## config.mk

```make
export PLATFORM = sky130hd
export DESIGN_NAME = seg7_disp_ctrl
export DESIGN_NICKNAME = d
export VERILOG_FILES = /design/src/rtl/seg7_pkg.sv /design/src/rtl/seg7_disp_ctrl_bcd_seq_conv.sv /design/src/rtl/seg7_disp_ctrl.sv
export SDC_FILE = /design/constraint.sdc
export NUM_CORES = 1
export LEC_CHECK = 0
export CORE_ASPECT_RATIO = 1.75
export CORE_MARGIN = 3
export CORE_UTILIZATION = 35
export CTS_CLUSTER_SIZE = 8
export DETAILED_ROUTE_END_ITERATION = 12
export GPL_ROUTABILITY_DRIVEN = 0
export PLACE_DENSITY = 0.63
export SYNTH_ARGS = -nofsm -noshare
export SYNTH_HDL_FRONTEND = slang
export SYNTH_SLANG_ARGS = --single-unit
```

## constraint.sdc

```tcl
create_clock -name clk_i -period 2.6 [get_ports clk_i]
set_input_delay 0.39 -clock clk_i [delete_from_list [all_inputs] [get_ports clk_i]]
set_output_delay 0.39 -clock clk_i [all_outputs]
set_load 0.005 [all_outputs]
```

## src/rtl/seg7_pkg.sv

```systemverilog
// Shared types, constants and segment encoding for the 7-segment display controller.
package seg7_pkg;

    localparam int unsigned DATA_W    = 20;
    localparam int unsigned N_DIG     = 6;
    localparam int unsigned ACC_DIG   = 7;
    localparam int unsigned BIT_CNT_W = 5;

    localparam logic [6:0] SEG_BLANK = 7'h7F;
    localparam logic [6:0] SEG_DASH  = 7'b0111111;

    typedef enum logic [1:0] {
        StIdle,
        StConv,
        StLoad
    } state_e;

    // Active-low {g,f,e,d,c,b,a}; non-decimal codes render blank.
    function automatic logic [6:0] seg7_encode(input logic [3:0] digit);
        logic [6:0] seg;
        case (digit)
            4'd0:    seg = 7'h40;
            4'd1:    seg = 7'h79;
            4'd2:    seg = 7'h24;
            4'd3:    seg = 7'h30;
            4'd4:    seg = 7'h19;
            4'd5:    seg = 7'h12;
            4'd6:    seg = 7'h02;
            4'd7:    seg = 7'h78;
            4'd8:    seg = 7'h00;
            4'd9:    seg = 7'h10;
            default: seg = SEG_BLANK;
        endcase
        return seg;
    endfunction

endpackage

```

## src/rtl/seg7_disp_ctrl_bcd_seq_conv.sv

```systemverilog
// Iterative double-dabble converter: one add-3/shift step per clock, 20 steps per value.
module bcd_seq_conv
    import seg7_pkg::*;
(
    input  logic                   clk_i,
    input  logic                   rst_n_i,
    input  logic                   start_i,
    input  logic [DATA_W-1:0]      value_i,
    output logic                   busy_o,
    output logic                   done_o,
    output logic [4*ACC_DIG-1:0]   digits_o
);

    state_e                 state_q, state_d;
    logic [DATA_W-1:0]      shift_q, shift_d;
    logic [4*ACC_DIG-1:0]   acc_q, acc_d;
    logic [4*ACC_DIG-1:0]   acc_adj;
    logic [BIT_CNT_W-1:0]   bit_cnt_q, bit_cnt_d;

    always_comb begin
        acc_adj = acc_q;
        for (int i = 0; i < int'(ACC_DIG); i++) begin
            if (acc_q[4*i +: 4] >= 4'd5) begin
                acc_adj[4*i +: 4] = acc_q[4*i +: 4] + 4'd3;
            end
        end
    end

    always_comb begin
        state_d   = state_q;
        shift_d   = shift_q;
        acc_d     = acc_q;
        bit_cnt_d = bit_cnt_q;
        unique case (state_q)
            StIdle: begin
                if (start_i) begin
                    shift_d   = value_i;
                    acc_d     = '0;
                    bit_cnt_d = BIT_CNT_W'(DATA_W - 1);
                    state_d   = StConv;
                end
            end
            StConv: begin
                acc_d   = {acc_adj[4*ACC_DIG-2:0], shift_q[DATA_W-1]};
                shift_d = {shift_q[DATA_W-2:0], 1'b0};
                if (bit_cnt_q == '0) begin
                    state_d = StLoad;
                end else begin
                    bit_cnt_d = bit_cnt_q - BIT_CNT_W'(1);
                end
            end
            StLoad: begin
                state_d = StIdle;
            end
            default: begin
                state_d = StIdle;
            end
        endcase
    end

    always_ff @(posedge clk_i) begin
        if (!rst_n_i) begin
            state_q   <= StIdle;
            shift_q   <= '0;
            acc_q     <= '0;
            bit_cnt_q <= '0;
        end else begin
            state_q   <= state_d;
            shift_q   <= shift_d;
            acc_q     <= acc_d;
            bit_cnt_q <= bit_cnt_d;
        end
    end

    assign busy_o   = (state_q != StIdle);
    assign done_o   = (state_q == StLoad);
    assign digits_o = acc_q;

endmodule

```

## src/rtl/seg7_disp_ctrl.sv

```systemverilog
// Bus-written value -> BCD conversion -> multiplexed common-anode 7-segment display.
module seg7_disp_ctrl
    import seg7_pkg::*;
#(
    parameter int unsigned REFRESH_DIV = 50000
) (
    input  logic              clk_i,
    input  logic              rst_n_i,
    input  logic              we_i,
    input  logic [DATA_W-1:0] data_i,
    output logic              busy_o,
    output logic              bcd_valid_o,
    output logic              ovf_o,
    output logic [N_DIG-1:0]  an_o,
    output logic [6:0]        seg_o
);

    localparam int unsigned RefCntW = (REFRESH_DIV > 1) ? $clog2(REFRESH_DIV) : 1;

    logic                  conv_busy;
    logic                  conv_done;
    logic [4*ACC_DIG-1:0]  conv_digits;
    logic                  start;
    logic [DATA_W-1:0]     start_value;

    logic                  pend_vld_q, pend_vld_d;
    logic [DATA_W-1:0]     pend_val_q, pend_val_d;
    logic [4*N_DIG-1:0]    disp_q, disp_d;
    logic                  ovf_q, ovf_d;
    logic [RefCntW-1:0]    ref_cnt_q, ref_cnt_d;
    logic [2:0]            scan_idx_q, scan_idx_d;
    logic [N_DIG-1:0]      an_q, an_d;
    logic [6:0]            seg_q, seg_d;

    logic                  wrap;
    logic [N_DIG-1:0]      hi_zero;
    logic [6:0]            next_seg;

    // A write arriving in the same cycle as a pending start is newer, so it wins.
    assign start       = !conv_busy && (we_i || pend_vld_q);
    assign start_value = we_i ? data_i : pend_val_q;

    bcd_seq_conv u_conv (
        .clk_i    (clk_i),
        .rst_n_i  (rst_n_i),
        .start_i  (start),
        .value_i  (start_value),
        .busy_o   (conv_busy),
        .done_o   (conv_done),
        .digits_o (conv_digits)
    );

    always_comb begin
        pend_vld_d = pend_vld_q;
        pend_val_d = pend_val_q;
        if (we_i && conv_busy) begin
            pend_vld_d = 1'b1;
            pend_val_d = data_i;
        end else if (start) begin
            pend_vld_d = 1'b0;
        end
    end

    always_comb begin
        disp_d = disp_q;
        ovf_d  = ovf_q;
        if (conv_done) begin
            disp_d = conv_digits[4*N_DIG-1:0];
            ovf_d  = (conv_digits[4*ACC_DIG-1:4*N_DIG] != '0);
        end
    end

    always_comb begin
        hi_zero = '0;
        for (int k = 0; k < int'(N_DIG); k++) begin
            hi_zero[k] = ((disp_q >> (4 * k)) == '0);
        end
    end

    assign wrap = (ref_cnt_q == RefCntW'(REFRESH_DIV - 1));

    // Segment pattern is latched together with the anode at slot start.
    always_comb begin
        ref_cnt_d  = wrap ? '0 : ref_cnt_q + RefCntW'(1);
        scan_idx_d = scan_idx_q;
        an_d       = an_q;
        seg_d      = seg_q;
        next_seg   = SEG_BLANK;
        if (wrap) begin
            scan_idx_d = (scan_idx_q == 3'(N_DIG - 1)) ? 3'd0 : scan_idx_q + 3'd1;
            if (ovf_q) begin
                next_seg = SEG_DASH;
            end else if (scan_idx_d != 3'd0 && hi_zero[scan_idx_d]) begin
                next_seg = SEG_BLANK;
            end else begin
                next_seg = seg7_encode(disp_q[4*scan_idx_d +: 4]);
            end
            an_d  = ~(N_DIG'(1) << scan_idx_d);
            seg_d = next_seg;
        end
    end

    always_ff @(posedge clk_i) begin
        if (!rst_n_i) begin
            pend_vld_q <= 1'b0;
            pend_val_q <= '0;
            disp_q     <= '0;
            ovf_q      <= 1'b0;
            ref_cnt_q  <= '0;
            scan_idx_q <= '0;
            an_q       <= '1;
            seg_q      <= SEG_BLANK;
        end else begin
            pend_vld_q <= pend_vld_d;
            pend_val_q <= pend_val_d;
            disp_q     <= disp_d;
            ovf_q      <= ovf_d;
            ref_cnt_q  <= ref_cnt_d;
            scan_idx_q <= scan_idx_d;
            an_q       <= an_d;
            seg_q      <= seg_d;
        end
    end

    assign busy_o      = conv_busy;
    assign bcd_valid_o = conv_done;
    assign ovf_o       = ovf_q;
    assign an_o        = an_q;
    assign seg_o       = seg_q;

endmodule

```

; Yosys cells after proc, flatten, opt, wreduce, memory -nomap -nowiden
; Memories as Yosys holds them, arrays and structs flattened.
; Cells that the tools add are included.
[word_totals]
rom_bits = 112
input_bits = 23
memories = 1
out_inout_bits = 16
register_bits = 133
[op_classes]
addsub = 10
n_shift = 2
n_bitwise = 2
n_lt_le_gt_ge = 8
muxes = 25
reduce_logical = 22
n_eq_ne = 7
[memory_table]
columns = name, words, width, rd, rd_ports_with_merged_regs, write_ports, line_no
row1 = (no name shown), 16, 7, 1, 0, 0, seg7_pkg.sv:21  ; case (digit)
[op_table]
columns = cell, count
row1 = zero test 24 bit, 6
row2 = case mux 28 bit (2 select lines), 1
row3 = 2-to-1 mux 20 bit, 2
row4 = case mux 20 bit (2 select lines), 1
row5 = ">= comparator 4 x 3 -> 1 bit, second input constant", 7
row6 = 2-to-1 mux 28 bit, 1
row7 = "adder 4 x 2 -> 4 bit, second input constant", 6
row8 = 2-to-1 mux 4 bit, 6
row9 = indexed part select 24 x 6 -> 4 bit, 1
row10 = "adder 16 x 1 -> 16 bit, second input constant", 1
row11 = "equality test 16 bit, second input constant", 1
row12 = 2-to-1 mux 7 bit, 2
row13 = 2-to-1 mux 5 bit, 2
row14 = case mux 5 bit (2 select lines), 1
row15 = 2-to-1 mux 3 bit, 2
row16 = inverter 6 bit, 1
row17 = nonzero test 2 bit, 3
row18 = "<< shifter 1 x 3 -> 6 bit, first input constant", 1
row19 = zero test 5 bit, 1
row20 = "subtractor 5 x 1 -> 5 bit, second input constant", 1
row21 = "< comparator 3 x 4 -> 1 bit, second input constant", 1
row22 = 2-to-1 mux 2 bit, 2
row23 = "inequality test 2 bit, second input constant", 2
row24 = case mux 2 bit (2 select lines), 1
row25 = 18 further kinds, 23

; Logic depth before layout (Yosys ltp)
; Gate-level depths: netlist of the first run.
[depth]
word_depth = 7
depth_mapped = 9
mapped_depth_nobuf = 8

; Hierarchy
; From an unflattened synthesis of the first run, not the netlist that was laid out.
[hier_totals]
cells_unflattened = 714
area_unflattened_um2 = 6361.1
[modules_own_cells]
columns = module, cells_per_inst, instances, seq_area_each_um2, area_each_um2
row1 = seg7_disp_ctrl, 398, 1, 1561.5, 3658.5
row2 = bcd_seq_conv, 316, 1, 1101.1, 2702.6

; Least setup slack after synthesis of the first run
; Ideal clock, no wire load.
[synth_path]
path_type = reg-to-reg
from = register scan_idx_q[1]
to = register seg_q[6] (netlist: seg_o[6])
t_required_ns = 2.476
slack_ns = 0.793
stages_incl_launch_ff = 9
t_arrival_ns = 1.683
path_cell_list = dfxtp_1 -> buf_6 -> mux2_4 -> a21oi_2 -> o211ai_2 -> ha_1 -> mux2_4 -> a21oi_2 -> o31ai_2
[synth_between]
elab_chain_cells = 7
word_cells_on_any_way = 11
classes_between = 1 x add/sub / 1 x eq/ne / 1 x shift / 5 x mux / 2 x reduce/logical / 1 x memory
[synth_rtl]
columns = item, line_no
row1 = from (decl), seg7_disp_ctrl.sv:31  ; logic [2:0] scan_idx_q, scan_idx_d;
row2 = from (signal assigned), seg7_disp_ctrl.sv:119  ; scan_idx_q <= scan_idx_d;
row3 = adder 3 x 1 -> 3 bit or equality test 3 bit (tied branches), seg7_disp_ctrl.sv:90  ; scan_idx_d = (scan_idx_q == 3'(N_DIG - 1)) ? 3'd0 : scan_idx_q + 3'd1;
row4 = 2-to-1 mux 3 bit (*), seg7_disp_ctrl.sv:90
row5 = "parallel branches: the longest is 3 deep, another holds memory (16 x 7 bit)", n/a
row6 = 2-to-1 mux 7 bit (*), seg7_disp_ctrl.sv:93  ; end else if (scan_idx_d != 3'd0 && hi_zero[scan_idx_d]) begin
row7 = 2-to-1 mux 7 bit (*), seg7_disp_ctrl.sv:91  ; if (ovf_q) begin
row8 = to (signal assigned), seg7_disp_ctrl.sv:121  ; seg_q <= seg_d;
row9 = to (decl), seg7_disp_ctrl.sv:33  ; logic [6:0] seg_q, seg_d;
; Mark *: on every way between the ends. The select of a mux whose other input is x is not followed.
; A chain may end at the register's enable or synchronous reset.

; Worst setup path in the final report of the first run
[layout_path]
from = register scan_idx_q[0]
to = register seg_q[6] (netlist: seg_o[6])
; Same word-level chain as after synthesis.

==> metrics.txt, run 1 <==
crit path max fanout 20; Clk Latency, worst-skew pair between 400 and 500 ps; PwrDens ~690 nW/µm²; ratio of cells with drive above 1 in the final layout between 10% and 20%; drt drc 0; Syn Inst Count about 730; worst flop-to-flop path startpoint scan_idx_q[0]; Die ar. about 19000 µm²; core area 17100 µm²; DR iter-0 viols approximately 280; setup_tns 0 ps; Die H around 180 µm; Pleak ~2.6 nW; status complete, no violations; Congestion Overflow GR 0; flop and latch count out of synthesis between 100 and 150; die width 106 µm; Net Count, Synth around 780; Post-Syn Area about 6200 µm²; Mapped Avg Cell Area between 8 and 9 µm²; Final setup viols 0; ys async rst share 0%; number of fill cells 1747; Clock transition at path regs 70 ps; Tot GR Track Use approximately 15%; clk root buf clkbuf_16; normalized max-slew margin between 50 and 60%; r2r setup slk ~350 ps; CTS Hold Buffers Added 0; ANT cells 0; WP data required 2890 ps; post-cts sizing count 0; most common cell after layout, fill and taps aside dfxtp_1; synth warn 0; via count approximately 5000; Final period util between 80% and 90%; main flop type after synthesis dfxtp_1; VDD IR-drop max 0.351 mV; RSZ-0062 raised after global routing no; # IOs 39; drt first pass iters 6; final antenna-violating net count 0; commonest cells after routing, fill and taps aside dfxtp_1 (133), nand2_1 (113), nor2_1 (88); Critical Path Sink Type register; worst hold endpoint ref_cnt_q[0]; min cycle time layout 2250 ps; Area Growth Syn to Fin 18.8%; Setup Buffers After CTS 0; Post-Route WL around 14000 µm; Peak Freq ~440 MHz; skew final between 10 and 15 ps; via density per instance about 5; maximum number of pins on one net before global-route repair 56; post-place setup slack 389 ps; Clock Tree Buf Depth 2; hpwl dp 9330 µm; critical path data arrival time between 2000 and 3000 ps; clock sinks between 100 and 150; port bufs 38; Crit Path Class reg2reg; Synth cell types 55; min-delay src ref_cnt_q[0]; sequential area share after synthesis a little over two fifths; antenna violations before repair 0; CP startpoint kind register; H-tree depth 4; Row Count 63; Worst Tran Pin Value approximately 680 ps; first-pass GRT wire length approximately 23000 µm; Initial Utilization ~36%; EDFF count, synth 0; Hold Crit Depth 1; r2r endpoint seg_o[6]; per-cell routed wire length about 14 µm; final hold vios 0; vias in the first global route between 4000 and 5000; CTS tree done; max-cap violations 0; Worst R2R Path Depth 7; fin. max-slew vios 0; Num CTS Buffers 17; worst hold path type reg2reg; Setup WS post-layout about 350 ps; Nets approximately 800
[worst max-delay path, cell delays in order (launching register included)]
cell      delay [ps]
dfxtp_1          760
nand2_1          230
o211ai_2         330
inv_1             90
ha_1             220
mux2_4           270
a21oi_2          170
o31ai_2           70
[cells in the mapped netlist, types with 14 or more instances]
library cell	number	share of area, %
a21oi_1	83	6.7
a22oi_1	16	2.0
clkbuf_1	30	1.8
dfxtp_1	133	43
ha_1	19	3.9
inv_1	23	1.4
nand2_1	113	6.9
nand3_1	17	1.4
nor2_1	88	5.4
nor3_1	22	1.8
o21ai_0	30	2.4
xnor2_1	14	2.0
xor2_1	18	2.6
[sequential cells by signal (all words and copies together), names as in the netlist]
register          cells
u_conv.digits_o      28
pend_vld_q            1
u_conv.shift_q       20
u_conv.state_q        2
an_o                  6
scan_idx_q            3
seg_o                 7
u_conv.bit_cnt_q      5
pend_val_q           20
ref_cnt_q            16
ovf_o                 1
disp_q               24
[how the worst max path moves through the flow]
stage,start,to,cells after the start
global placement,scan_idx_q[0],seg_o[6],7
CTS,scan_idx_q[0],seg_o[6],7
floorplan,scan_idx_q[1],seg_o[6],8
finish,scan_idx_q[0],seg_o[6],7
global route,scan_idx_q[0],seg_o[6],7
detailed placement,scan_idx_q[0],seg_o[6],7
[final cells by class]
| class | count | area (µm²) | share of cell area [%] |
|---|---|---|---|
| Timing Repair Buffer | 55 | 508 | 6.94 |
| Sequential cell | 133 | 2660 | 36.4 |
| Multi-Input combinational cell | 530 | 3180 | 43.5 |
| Clock buffer | 17 | 425 | 5.81 |
| Clock inverter | 15 | 161 | 2.21 |
| Tap cell | 227 | 284 | 3.88 |
| Inverter | 25 | 93.8 | 1.28 |
[routing by layer]
layer	GRT usage [%]	vias up	part of all wire [%]
met5	0	-	0
met4	5.29	0	1.5
met3	2.81	16	2.5
met2	27.6	67	55
met1	16.0	2342	41
li1	-	2598	-
[stage by stage]
stage | utilization [%] | hold slack (ps) | total power [mW] | instance area (µm²) | std cells
3_5_place_dp | 39.3 | 437 | 2.76 | 6730 | 970
5_1_grt | 42.8 | 463 | 5.30 | 7320 | 1002
2_1_floorplan | - | 418 | 2.58 | 6160 | 733
4_1_cts | 42.8 | 449 | 5.14 | 7320 | 1002
3_3_place_gp | 39.3 | 431 | 2.75 | 6730 | 970
6_report | 42.8 | 447 | 5.07 | 7320 | 1002
[where the power goes]
| part | total, mW | internal, mW | switching (mW) |
|---|---|---|---|
| clock | 2.36 | 1.36 | 1.00 |
| sequential | 2.18 | 2.12 | 0.0544 |
| combinational | 0.529 | 0.205 | 0.324 |
[cells by family after synthesis]
group           after synthesis  synth area share [%]
compound gates              169                  17.6
buf+inv                      70                  5.12
simple gates                285                  21.0
fa+ha+maj                    19                  3.86
flops                       133                  43.2
mux                          25                  4.69
xor+xnor                     32                  4.55
(Power assumes the default switching activity.)
==> run 2, diff against run 1 <==
--- a/config.mk
+++ b/config.mk
@@ -7,11 +7,11 @@
 export LEC_CHECK = 0
 export CORE_ASPECT_RATIO = 1.75
 export CORE_MARGIN = 3
-export CORE_UTILIZATION = 35
+export CORE_UTILIZATION = 53
 export CTS_CLUSTER_SIZE = 8
 export DETAILED_ROUTE_END_ITERATION = 12
 export GPL_ROUTABILITY_DRIVEN = 0
-export PLACE_DENSITY = 0.63
+export PLACE_DENSITY = 0.84
 export SYNTH_ARGS = -nofsm -noshare
 export SYNTH_HDL_FRONTEND = slang
 export SYNTH_SLANG_ARGS = --single-unit
==> run 2 against run 1 <==
Net effect:
- worst hold slack improved by 1.7 ps
- clock power down 3%
- total power decreased by 1.3%
- non-clock buffer count fell by 7
- critical endpoint is now seg_o[2]
- via count is 6.5% higher
- final area fell by 2.4%
- sequential power about the same
- count of clock-buffer cells in the layout up 3
- die area is 33% lower
- fmax down 1.3%
- critical path type unchanged
==> metrics.txt, run 2 (synthesis results as in run 1) <==
status complete, no violations; Crit path largest cell delay 760 ps (about the same); port bufs 38 (unchanged); PwrDens 700 nW/µm² (+1.1%); vias in the first global route 5352 (+9.2%); critical-path cell list mux4_2, nand2_1, o21a_4, nand2b_1, or3_1, a21oi_2; number of flip-flops in the largest register 28 (unchanged); die width 87.5 µm (-18%); min cycle time layout 2280 ps (+30.6 ps); r2r setup slk 320 ps (-30 ps); CTS tree done; Area Growth Syn to Fin 16.0%; per-cell routed wire length 15.7 µm (+16%); Tot GR Track Use 23.1% (+8.4 points); final hold vios 0 (unchanged); Post-Route WL 14100 µm (+3.7%); fin. max-slew vios 0 (unchanged); via count 5348 (+6.5%); Layout Cells excl Fill 899 (-10%); met2 WL 7710 µm (+3.7%); Initial Utilization 54.8% (+19 points); critical path data arrival time 2630 ps (+80 ps); # IOs 39 (unchanged); Die H 149 µm (-18%); commonest cells after routing, fill and taps aside dfxtp_1 (133), nand2_1 (113), nor2_1 (88); max-cap violations 0 (unchanged); core area 11200 µm² (-34%); Congestion Overflow GR 0 (unchanged); final instance area 7140 µm² (-2.4%); final antenna-violating net count 0 (unchanged); drt first pass iters 7 (+1); Row Count 51 (-19%); VDD IR-drop max 0.699 mV (+99%); Multi-input gate area 3180 µm² (unchanged); worst hold path type reg2reg; WP data required 2940 ps (+50 ps); CTS Hold Buffers Added 0 (unchanged); Num CTS Buffers 17 (unchanged); ratio of cells with drive above 1 in the final layout 10.3% (-1.1 points); Util after Layout 63.6% (+21 points); Nets 797 (-0.87%); Crit Path Class reg2reg; post-place setup slack 370 ps (-19.3 ps); Setup Buffers After CTS 0 (unchanged); Highest Signal Layer met4; antenna violations before repair 0 (unchanged); skew final 9.01 ps (-1.56 ps); Worst R2R Path Depth 6 (-1); Clock Tree Buf Depth 2 (unchanged); Pleak 2.60 nW (-1.5%); clock sinks 133 (unchanged); Metal-1 WL 5330 µm (-5.6%); Critical Path Sink Type register; Final setup viols 0 (unchanged); Final period util 87.8% (+1.2 points); dpl cell area 6570 µm² (-2.4%); routed wl met3 461 µm (+36%); normalized max-slew margin 36.6% (-18 points); FF+latch area 2660 µm² (unchanged); Setup crit start scan_idx_q[0]; CP startpoint kind register; Clock transition at path regs 60 ps (about the same); clk root buf clkbuf_16; worst flop-to-flop path startpoint scan_idx_q[0]; slowest cell on the critical path dfxtp_1; number of fill cells 881 (-50%); Die ar. 13000 µm² (-33%); Clk Latency, worst-skew pair 410 ps (about the same); Worst Tran Pin Value 947 ps (+264 ps); r2r endpoint seg_o[2]; most common cell after layout, fill and taps aside dfxtp_1; maximum number of pins on one net before global-route repair 96 (+71%); placed insts 868 (-11%); Peak Freq 438 MHz (-1.3%); first-pass GRT wire length 24200 µm (+3.5%); crit path max fanout 20 (unchanged); critical path capture point seg_o[2]; RSZ-0062 raised after global routing no; DR iter-0 viols 369 (+34%); post-cts sizing count 0 (unchanged); hpwl dp 9370 µm (+0.45%); setup_tns 0 ps (unchanged); Setup WS post-layout 318 ps (-30.6 ps); ANT cells 0 (unchanged); via density per instance 5.95 (+19%); H-tree depth 4 (unchanged); drt drc 0 (unchanged)
[run 2: metal layers]
layer | track usage (%) | up-vias
li1 | - | 2581
met1 | 23.9 | 2569
met2 | 42.0 | 149
met3 | 4.32 | 49
met4 | 13.0 | 0
met5 | 0 | -
[run 2: worst min-delay path by stage]
stage	endpoint	slack, ps	depth (start not counted)	start
global route	pend_val_q[5]	480	2	pend_val_q[5]
floorplan	ref_cnt_q[0]	420	1	ref_cnt_q[0]
finish	ref_cnt_q[0]	450	1	ref_cnt_q[0]
CTS	ref_cnt_q[0]	450	1	ref_cnt_q[0]
detailed placement	ref_cnt_q[0]	440	1	ref_cnt_q[0]
global placement	ref_cnt_q[0]	430	1	ref_cnt_q[0]
[run 2: through the flow]
| step | hold slack (ps) | power, mW |
|---|---|---|
| 6_report | 449 | 5.00 |
| 5_1_grt | 479 | 5.18 |
| 3_3_place_gp | 430 | 2.71 |
| 4_1_cts | 452 | 5.01 |
| 2_1_floorplan | 418 | 2.58 |
| 3_5_place_dp | 444 | 2.74 |
[run 2: final cells by class]
cell class / instances / area share, %
clock buffer: 20 / 6.54
clock inverter: 11 / 1.44
inverter: 25 / 1.31
multi-input combinational: 530 / 44.6
sequential: 133 / 37.3
tap: 132 / 2.31
timing repair buffer: 48 / 6.55
[run 2: where the power goes]
part	total (mW)	internal, mW	switching [mW]	leakage, nW
Clock	2.29	1.39	0.907	0.274
Sequential	2.18	2.12	0.0574	1.08
Combinational	0.524	0.197	0.327	1.24
Total	5.00	3.71	1.29	2.60
[run 2: critical path, delay by kind of cell, from the launching register on]
kind	cells	cell delay (ps)
DFF	1	760
and+or+nand+nor	3	530
muxes	1	590
AOI/OAI and AO/OA	2	340
==> run 3, diff against run 2 <==
--- a/config.mk
+++ b/config.mk
@@ -8,6 +8,7 @@
 export CORE_ASPECT_RATIO = 1.75
 export CORE_MARGIN = 3
 export CORE_UTILIZATION = 53
+export CTS_BUF_LIST = sky130_fd_sc_hd__clkbuf_16
 export CTS_CLUSTER_SIZE = 8
 export DETAILED_ROUTE_END_ITERATION = 12
 export GPL_ROUTABILITY_DRIVEN = 0
==> run 3 against run 2 <==
Net effect:
- utilization fell by 0.27 points
- global-route usage fell by 0.26 points
- final area fell by 0.42%
- die area did not move
- count of clock-buffer cells in the layout fell by 3
- non-clock buffer count did not move
- clock power fell by 4%
- combinational power barely moved
==> metrics.txt, run 3 (synthesis results as in run 1) <==
status complete, no violations; per-cell routed wire length 15.5 µm (-1.6%); Row Count 51 (unchanged); worst hold endpoint ref_cnt_q[0]; crit path max fanout 20 (unchanged); Critical Path Sink Type register; normalized max-slew margin 35.9% (-0.69 points); H-tree depth 4 (unchanged); r2r setup slk 330 ps (about the same); Worst path top cell family by delay flip-flops; first-pass GRT wire length 24000 µm (-0.86%); Clock Tree Buf Depth 2 (unchanged); min-delay src ref_cnt_q[0]; Num CTS Buffers 17 (unchanged); Crit path largest cell delay 750 ps (about the same); Clk Latency, worst-skew pair 410 ps (about the same); # IOs 39 (unchanged); Comb power frac 10.7% (+0.2 points); P_sw 1.28 mW (-0.93%); final hold vios 0 (unchanged); Initial Utilization 54.8% (unchanged); Pleak 2.58 nW (-0.65%); commonest cells after routing, fill and taps aside dfxtp_1 (133), nand2_1 (113), nor2_1 (88); CTS tree done; worst flop-to-flop path startpoint scan_idx_q[0]; ANT cells 0 (unchanged); post-cts sizing count 0 (unchanged); r2r endpoint seg_o[2]; setup_tns 0 ps (unchanged); Final period util 87.5% (-0.31 points); CP startpoint kind register; drt drc 0 (unchanged); Layout Cells excl Fill 899 (unchanged); worst hold path type reg2reg; number of flip-flops in the largest register 28 (unchanged); via count 5335 (-0.24%); Nets 797 (unchanged); CTS Hold Buffers Added 0 (unchanged); skew final 8.63 ps (-0.378 ps); drt first pass iters 6 (-1); antenna violations before repair 0 (unchanged); number of fill cells 880 (-0.11%); fin. max-slew vios 0 (unchanged); internal cell power 3.62 mW (-2.4%); critical-path cell list mux4_2, nand2_1, o21a_4, nand2b_1, or3_1, a21oi_2; die width 87.5 µm (unchanged); min cycle time layout 2270 ps (-8.09 ps); port bufs 38 (unchanged); Tot GR Track Use 22.8% (-0.26 points); Flop pwr share 44.5% (+0.9 points); Area Growth Syn to Fin 15.5%; Congestion Overflow GR 0 (unchanged); ratio of cells with drive above 1 in the final layout 9.91% (-0.39 points); core area 11200 µm² (unchanged); RSZ-0062 raised after global routing no; clock share of power 44.8% (-1.1 points); Sw Ratio 26.1% (+0.29 points); most common cell after layout, fill and taps aside dfxtp_1; Worst Path Buf+Inv 0 (unchanged); Peak Freq 440 MHz (+0.36%); Die ar. 13000 µm² (unchanged); WP data required 2940 ps (about the same); PwrDens 689 nW/µm² (-1.6%); Crit Path Class reg2reg; clock sinks 133 (unchanged); Clock transition at path regs 60 ps (about the same); clk root buf clkbuf_16; Setup Buffers After CTS 0 (unchanged); maximum number of pins on one net before global-route repair 96 (unchanged); Final setup viols 0 (unchanged); critical path data arrival time 2620 ps (about the same); hpwl dp 9370 µm (unchanged); vias in the first global route 5352 (unchanged); Hold Crit Depth 1 (unchanged); max-cap violations 0 (unchanged); Worst Tran Pin Value 957 ps (+10.3 ps); slowest cell on the critical path dfxtp_1; final antenna-violating net count 0 (unchanged); DR iter-0 viols 413 (+12%); VDD IR-drop max 0.696 mV (-0.35%); placed insts 868 (unchanged); Die H 149 µm (unchanged); Util after Layout 63.3% (-0.27 points); Post-Route WL 13900 µm (-1.6%); via density per instance 5.93 (-0.24%); Min Hold Slack 454 ps (+4.92 ps); Worst R2R Path Depth 6 (unchanged)
run 3: area by class of cell:
type / instances / area (µm²) / share of cell area (%)
Sequential cell: 133 / 2660 / 37.4
Clock buffer: 17 / 425 / 5.98
Tap cell: 132 / 165 / 2.32
Clock inverter: 14 / 114 / 1.60
Multi-Input combinational cell: 530 / 3180 / 44.7
Timing Repair Buffer: 48 / 468 / 6.58
Inverter: 25 / 93.8 / 1.32
run 3: worst max path at each step:
stage | depth (start not counted) | endpoint | slack, ps | start
after floorplan | 8 | seg_o[6] | 790 | scan_idx_q[1]
after global placement | 6 | seg_o[2] | 490 | scan_idx_q[0]
after detailed placement | 7 | seg_o[6] | 370 | scan_idx_q[0]
after CTS | 6 | seg_o[2] | 320 | scan_idx_q[0]
after global routing | 7 | seg_o[6] | 170 | scan_idx_q[0]
final | 6 | seg_o[2] | 330 | scan_idx_q[0]
run 3: through the flow:
step / worst slack, ps / instance area (µm²) / power [mW]
floorplan: 793 / 6160 / 2.58
global placement: 488 / 6570 / 2.71
detailed placement: 370 / 6570 / 2.74
CTS: 322 / 7110 / 4.91
global route: 171 / 7110 / 5.08
finish: 326 / 7110 / 4.90
run 3: power groups by stage:
stage / Combinational [mW] / Sequential (mW) / Clock, mW
5_1_grt: 0.582 / 2.19 / 2.31
3_3_place_gp: 0.494 / 2.22 / 0
2_1_floorplan: 0.373 / 2.21 / 0
6_report: 0.522 / 2.18 / 2.19
4_1_cts: 0.519 / 2.18 / 2.21
3_5_place_dp: 0.516 / 2.22 / 0
run 3: per-layer routing:
metal	track usage, %	up-vias	wire (µm)	part of all wire, %
li1	-	2584	-	-
met1	23.8	2519	5140	37
met2	40.9	171	7580	55
met3	4.49	61	525	3.8
met4	13.4	0	660	4.7
met5	0	-	0	0
run 3: worst reg2reg max path, delay by kind of cell (launching register included):
| family | cells | cell delay, ps |
|---|---|---|
| multiplexers | 1 | 600 |
| AO/OA/AOI/OAI | 2 | 340 |
| AND/OR/NAND/NOR | 3 | 520 |
| flip-flops | 1 | 750 |
